$ cat src/rtl/ram_word_sequencer.sv
`default_nettype none
// ============================================================================
// Module   : ram_word_sequencer
// Purpose  : Shares one 16-bit external RAM between the fetch stage and the
//            memory stage. Each 32-bit word access becomes two RAM cycles,
//            high half first, then low half. The assembled word is returned
//            with a one-cycle ack pulse.
// Revision : 1.0 - initial release
// ----------------------------------------------------------------------------
// Ports:
//   clock      in   system clock, rising-edge active
//   reset      in   synchronous, active-low reset
//   if_req     in   fetch read request (held until if_ack)
//   if_addr    in   fetch byte address
//   if_rdata   out  fetched word (valid with if_ack, held afterwards)
//   if_ack     out  fetch completion pulse
//   mem_req    in   memory-stage request (held until mem_ack)
//   mem_we     in   1 = write, 0 = read
//   mem_addr   in   memory-stage byte address
//   mem_wdata  in   write word
//   mem_rdata  out  read word (valid with mem_ack, held afterwards)
//   mem_ack    out  memory-stage completion pulse
//   ram_addr   out  RAM halfword address
//   ram_wre    out  0 = write cycle, 1 = read / idle
//   ram_wdata  out  halfword to write
//   ram_rdata  in   halfword from RAM (combinational read)
//   busy       out  high whenever the sequencer is not idle
// ----------------------------------------------------------------------------
// Build option:
//   ARB_FAIR_EN  when defined, simultaneous requests alternate between the
//                two requesters instead of always favouring the memory stage.
// ============================================================================
module ram_word_sequencer #(
  parameter int ADDR_W = 18,
  parameter int HALF_W = 16
) (
  input  logic                  clock,
  input  logic                  reset,
  input  logic                  if_req,
  input  logic [ADDR_W-1:0]     if_addr,
  output logic [2*HALF_W-1:0]   if_rdata,
  output logic                  if_ack,
  input  logic                  mem_req,
  input  logic                  mem_we,
  input  logic [ADDR_W-1:0]     mem_addr,
  input  logic [2*HALF_W-1:0]   mem_wdata,
  output logic [2*HALF_W-1:0]   mem_rdata,
  output logic                  mem_ack,
  output logic [ADDR_W-1:0]     ram_addr,
  output logic                  ram_wre,
  output logic [HALF_W-1:0]     ram_wdata,
  input  logic [HALF_W-1:0]     ram_rdata,
  output logic                  busy
);

  typedef enum logic [1:0] {
    S_IDLE = 2'd0,
    S_HI   = 2'd1,
    S_LO   = 2'd2,
    S_RESP = 2'd3
  } state_t;

  localparam logic OWNER_IF  = 1'b0;
  localparam logic OWNER_MEM = 1'b1;
  localparam logic [ADDR_W-1:0] ADDR_ONE = {{(ADDR_W-1){1'b0}}, 1'b1};

  state_t                state_q;
  logic                  owner_q;
  logic                  we_q;
  logic [ADDR_W-1:0]     base_q;
  logic [2*HALF_W-1:0]   wdata_q;
  logic [HALF_W-1:0]     rbuf_hi_q;
  logic [2*HALF_W-1:0]   if_rdata_q;
  logic [2*HALF_W-1:0]   mem_rdata_q;
  logic                  if_ack_q;
  logic                  mem_ack_q;

  // Halfword base of the word: byte address >> 1 with bit 0 cleared, which
  // also discards byte-address bits [1:0] and forces word alignment.
  logic [ADDR_W-1:0]     if_base_d;
  logic [ADDR_W-1:0]     mem_base_d;
  assign if_base_d  = {1'b0, if_addr[ADDR_W-1:2], 1'b0};
  assign mem_base_d = {1'b0, mem_addr[ADDR_W-1:2], 1'b0};

  // Byte-offset bits are intentionally dropped.
  logic unused_addr_lsbs;
  assign unused_addr_lsbs = ^{if_addr[1:0], mem_addr[1:0]};

  // Arbitration: grant_mem_d / grant_if_d are only acted upon in IDLE.
  logic grant_mem_d;
  logic grant_if_d;

`ifdef ARB_FAIR_EN
  logic last_owner_q;
  // On a collision the requester that was not served last wins.
  assign grant_mem_d = mem_req && (!if_req || (last_owner_q == OWNER_IF));
`else
  assign grant_mem_d = mem_req;
`endif
  assign grant_if_d = if_req && !grant_mem_d;

  always_ff @(posedge clock) begin
    if (!reset) begin
      state_q     <= S_IDLE;
      owner_q     <= OWNER_IF;
      we_q        <= 1'b0;
      base_q      <= '0;
      wdata_q     <= '0;
      rbuf_hi_q   <= '0;
      if_rdata_q  <= '0;
      mem_rdata_q <= '0;
      if_ack_q    <= 1'b0;
      mem_ack_q   <= 1'b0;
`ifdef ARB_FAIR_EN
      last_owner_q <= OWNER_MEM;
`endif
    end else begin
      // Acks are single-cycle: only the LO->RESP transition raises one.
      if_ack_q  <= 1'b0;
      mem_ack_q <= 1'b0;
      unique case (state_q)
        S_IDLE: begin
          if (grant_mem_d) begin
            owner_q <= OWNER_MEM;
            we_q    <= mem_we;
            base_q  <= mem_base_d;
            wdata_q <= mem_wdata;
            state_q <= S_HI;
`ifdef ARB_FAIR_EN
            last_owner_q <= OWNER_MEM;
`endif
          end else if (grant_if_d) begin
            owner_q <= OWNER_IF;
            we_q    <= 1'b0;
            base_q  <= if_base_d;
            wdata_q <= '0;
            state_q <= S_HI;
`ifdef ARB_FAIR_EN
            last_owner_q <= OWNER_IF;
`endif
          end
        end
        S_HI: begin
          if (!we_q) begin
            rbuf_hi_q <= ram_rdata;
          end
          state_q <= S_LO;
        end
        S_LO: begin
          // The low half arrives now, so the full word is published directly
          // into the owner's read register as RESP is entered.
          if (owner_q == OWNER_MEM) begin
            mem_ack_q <= 1'b1;
            if (!we_q) begin
              mem_rdata_q <= {rbuf_hi_q, ram_rdata};
            end
          end else begin
            if_ack_q   <= 1'b1;
            if_rdata_q <= {rbuf_hi_q, ram_rdata};
          end
          state_q <= S_RESP;
        end
        S_RESP: begin
          state_q <= S_IDLE;
        end
        default: begin
          state_q <= S_IDLE;
        end
      endcase
    end
  end

  // RAM drive is a pure function of state and latched fields. ram_wre is
  // forced high while reset is asserted so no write lands in a reset cycle.
  always_comb begin
    ram_addr  = '0;
    ram_wre   = 1'b1;
    ram_wdata = '0;
    unique case (state_q)
      S_HI: begin
        ram_addr  = base_q;
        ram_wre   = ~we_q;
        ram_wdata = wdata_q[2*HALF_W-1:HALF_W];
      end
      S_LO: begin
        ram_addr  = base_q + ADDR_ONE;
        ram_wre   = ~we_q;
        ram_wdata = wdata_q[HALF_W-1:0];
      end
      default: begin
        ram_addr  = '0;
        ram_wre   = 1'b1;
        ram_wdata = '0;
      end
    endcase
    if (!reset) begin
      ram_wre = 1'b1;
    end
  end

  assign if_rdata  = if_rdata_q;
  assign mem_rdata = mem_rdata_q;
  assign if_ack    = if_ack_q;
  assign mem_ack   = mem_ack_q;
  assign busy      = (state_q != S_IDLE);

endmodule
`default_nettype wire

$ cat config.mk
export PLATFORM = sky130hd
export DESIGN_NAME = ram_word_sequencer
export DESIGN_NICKNAME = d
export VERILOG_FILES = /design/src/rtl/ram_word_sequencer.sv
export SDC_FILE = /design/constraint.sdc
export NUM_CORES = 1
export LEC_CHECK = 0
export ABC_AREA = 1
export CAP_MARGIN = 20
export CORE_ASPECT_RATIO = 0.6
export CORE_MARGIN = 2
export CORE_UTILIZATION = 30
export CTS_CLUSTER_DIAMETER = 120
export DETAILED_ROUTE_END_ITERATION = 6
export GPL_ROUTABILITY_DRIVEN = 0
export PLACE_DENSITY = 0.56
export SLEW_MARGIN = 20
export SYNTH_ARGS = -nofsm -noshare
export SYNTH_HDL_FRONTEND = slang
export SYNTH_SLANG_ARGS = --single-unit
$ cat constraint.sdc
create_clock -name clock -period 4.3 [get_ports clock]
set_input_delay 0.86 -clock clock [delete_from_list [all_inputs] [get_ports clock]]
set_output_delay 0.86 -clock clock [all_outputs]
set_load 0.02 [all_outputs]
==> results.cfg <==
[timing]
min_period_ns = 3.56
postLayoutSetupSlackWorst_ns = 0.743
grt_setup_unrepaired = false
final-hold-violation-count = 0
clock-skew-final_ns = 0.0129
worst-slew-pin-transition_ns = 0.994
timing.final.crit_share_pct = 82.7
max_freq_ghz = 0.281
final_max_slew_violation_count = 0
finish_stage_setup_viols = 0
tightest_hold_margin_ns = 0.463
finalSetupTns_ns = 0
timing.max_slew.rel_slack_pct = 33.7

[floorplan]
core_area_um2 = 18000
placement_rows = 38
fp.dieArea_um2 = 19400
die_width_um = 179
floorplan.initialDensity_pct = 30.5
ios = 191
die_height_um = 109

[place]
dp_hpwl_mm = 11.8
place_worst_setup_slack_ns = 1.11
io_buffers = 185
placed_area_um2 = 7380

[critical_path]
cp_data_arrival_time_ns = 2.70
path_cells = inv_1 > ha_1 > clkinv_1 > a211oi_1 > clkdlybuf4s50_1
max_stage_delay_ns = 0.66
required_ns = 3.44
timing.critical_path.from_type = flop
regToRegStartpoint = state_q[0]
reg2reg_setup_slack_ns = 1.71
reg2regPathDepth = 6
timing.rr.end = mem_rdata[24]
startpoint = state_q[1]
cp_max_fo = 17
worst-setup-path-type = flop to output port
cp_slowest_cell = clkdlybuf4s50_1
crit_path_end_kind = output port

[synth]
yosysWarnings = 0
synth_xor_xnor_area_share_pct = 0
ys_top_cells_by_area = dfxtp_1 49%, nor2_1 10%, nand2_1 10%
yosysSeqAreaShare_pct = 48.9
cell_variety_after_synth = 24
synth_mux_area_share_pct = 0
synth_seq_cells = 134
synth_fp_nets = 853
synth_fa_ha_area_share_pct = 0.912
syn_area_per_cell_um2 = 7.22
post_synth_inst_count = 760
synth_largest_type_area_fraction_pct = 48.9
syn_area_um2 = 5490
synth_largest_area_cell = dfxtp_1
synth_compound_area_share_pct = 12.2
synth_simple_gate_area_share_pct = 27.9
largest_family_of_logic_cells_by_synthesized_area = simple AND/OR/NAND/NOR gates

[final_layout]
antenna_cells_inserted = 0
finalInstanceArea_um2 = 8010
utilization_pct = 44.6
commonest_non_fill_non_tap_cells_in_the_layout = 184 x clkdlybuf4s50_1, 149 x nor2_1, 148 x nand2_1
areaGrowthSynthToFinish_pct = 46.0
final_common_cell = clkdlybuf4s50_1
finalNetCount = 1008
final_layout_size_suffix_gt1_share_pct = 5.39

[status]
run_status = complete, no violations

[hold_path]
worstHoldStart = mem_rdata[26]
holdPathStages = 2
whs_endpoint = mem_rdata[26]
holdCritPathClass = flop to flop

[global_routing]
first_global_vias = 4951
antenna_violations_before_repair = 0
grt_max_degree = 102
grt_first_pass_wirelength_mm = 27.3
grt_use_total_pct = 18.3
overflow = 0

[clock_network]
cts_buffer_depth = 2
hold_buffer_count_at_cts = 0
path_clk_slew_ns = 0.06
post_cts.resized_instances = 0
postCtsSetupRepairBufs = 0
ctsRootBufferMaster = clkbuf_16
cts_num_sinks = 134
cts_tree = built
insertion_delay_ns = 0.41
cts-htree-levels = 4
cts_buffers = 17

[detailed_routing]
vias_per_cell = 4.56
drt_drc_violations_left = 0
post_drt_wl_per_cell_um = 15.3
drt_wl_total_mm = 17.9
detail_route.first_pass.iterations = 4
first_iter_violations = 268
via_count = 5324
detail-route-antenna-nets = 0

[pwr]
vdd.ir_drop.worst_uv = 230
power.density_nw_per_um2 = 613
power_leakage_uw = 0.00313

[run]
max_cap_violations = 0
==> power breakdown <==
group          switching [uW]  internal [uW]  leakage (uW)
Sequential                181           1530       0.00110
Clock                     568            979      0.000302
Combinational            1050            605       0.00173
==> worst max-delay path, delay by kind of cell, from the launching register on <==
family | cells | cell delay [ns]
AOI/OAI and AO/OA | 1 | 0.38
adders and majority gates | 1 | 0.35
buffers and inverters | 3 | 1.21
DFF | 1 | 0.36
==> layer usage <==
| metal | GRT usage [%] | vias to the layer above | routed length (um) |
|---|---|---|---|
| met5 | 0 | - | 0 |
| met4 | 4.01 | 0 | 33 |
| met3 | 6.03 | 2 | 1390 |
| met2 | 24.4 | 157 | 6950 |
| met1 | 27.9 | 2428 | 9530 |
| li1 | - | 2737 | - |
==> through the flow <==
stage / instances / power [uW]
floorplan: 760 / 2760
global placement: 1136 / 3390
detailed placement: 1136 / 3400
CTS: 1167 / 4970
global route: 1167 / 5220
finish: 1167 / 4910
==> worst max-delay path by stage <==
stage	cells after the start	to	slack (ns)
after detailed placement	5	ram_addr[11]	1.11
after CTS	5	ram_addr[11]	0.67
final	5	ram_addr[11]	0.74
after floorplan	7	ram_wdata[10]	1.87
after global placement	5	ram_addr[11]	1.11
after global routing	5	ram_addr[11]	0.51
==> logic make-up (layout without fill, tap and decap cells) <==
logic type                 Yosys count  in the layout
other                                1              1
buffers and inverters              118            285
DFF                                134            134
and+or+nand+nor                    371            371
AOI/OAI and AO/OA                  132            132
adders and majority gates            4              4
==> cell usage after synthesis (all sizes together) <==
master	n
nand2	150
nor2	149
dfxtp	134
o21ai	83
inv	61
a21oi	48
buf	41
nand3	38
nand4	32
clkbuf	15
ha	4
nor3	2
a211oi	1
clkinv	1
conb	1
==> area by class of cell <==
type | count | area, um^2
sequential | 134 | 2680
clock buffer | 18 | 429
fill | 1828 | 9960
multi-input combinational | 508 | 2270
inverter | 62 | 233
timing repair buffer | 192 | 1900
tap | 240 | 300
clock inverter | 13 | 194
==> state kept, by name, summed over array words and instances, names as in the netlist <==
register and count:
if_rdata 32, rbuf_hi_q 16, wdata_q 32, owner_q 1
if_ack 1, state_q 2, mem_rdata 32, we_q 1
mem_ack 1, base_q 16
Power figures use the tool's default switching activity.
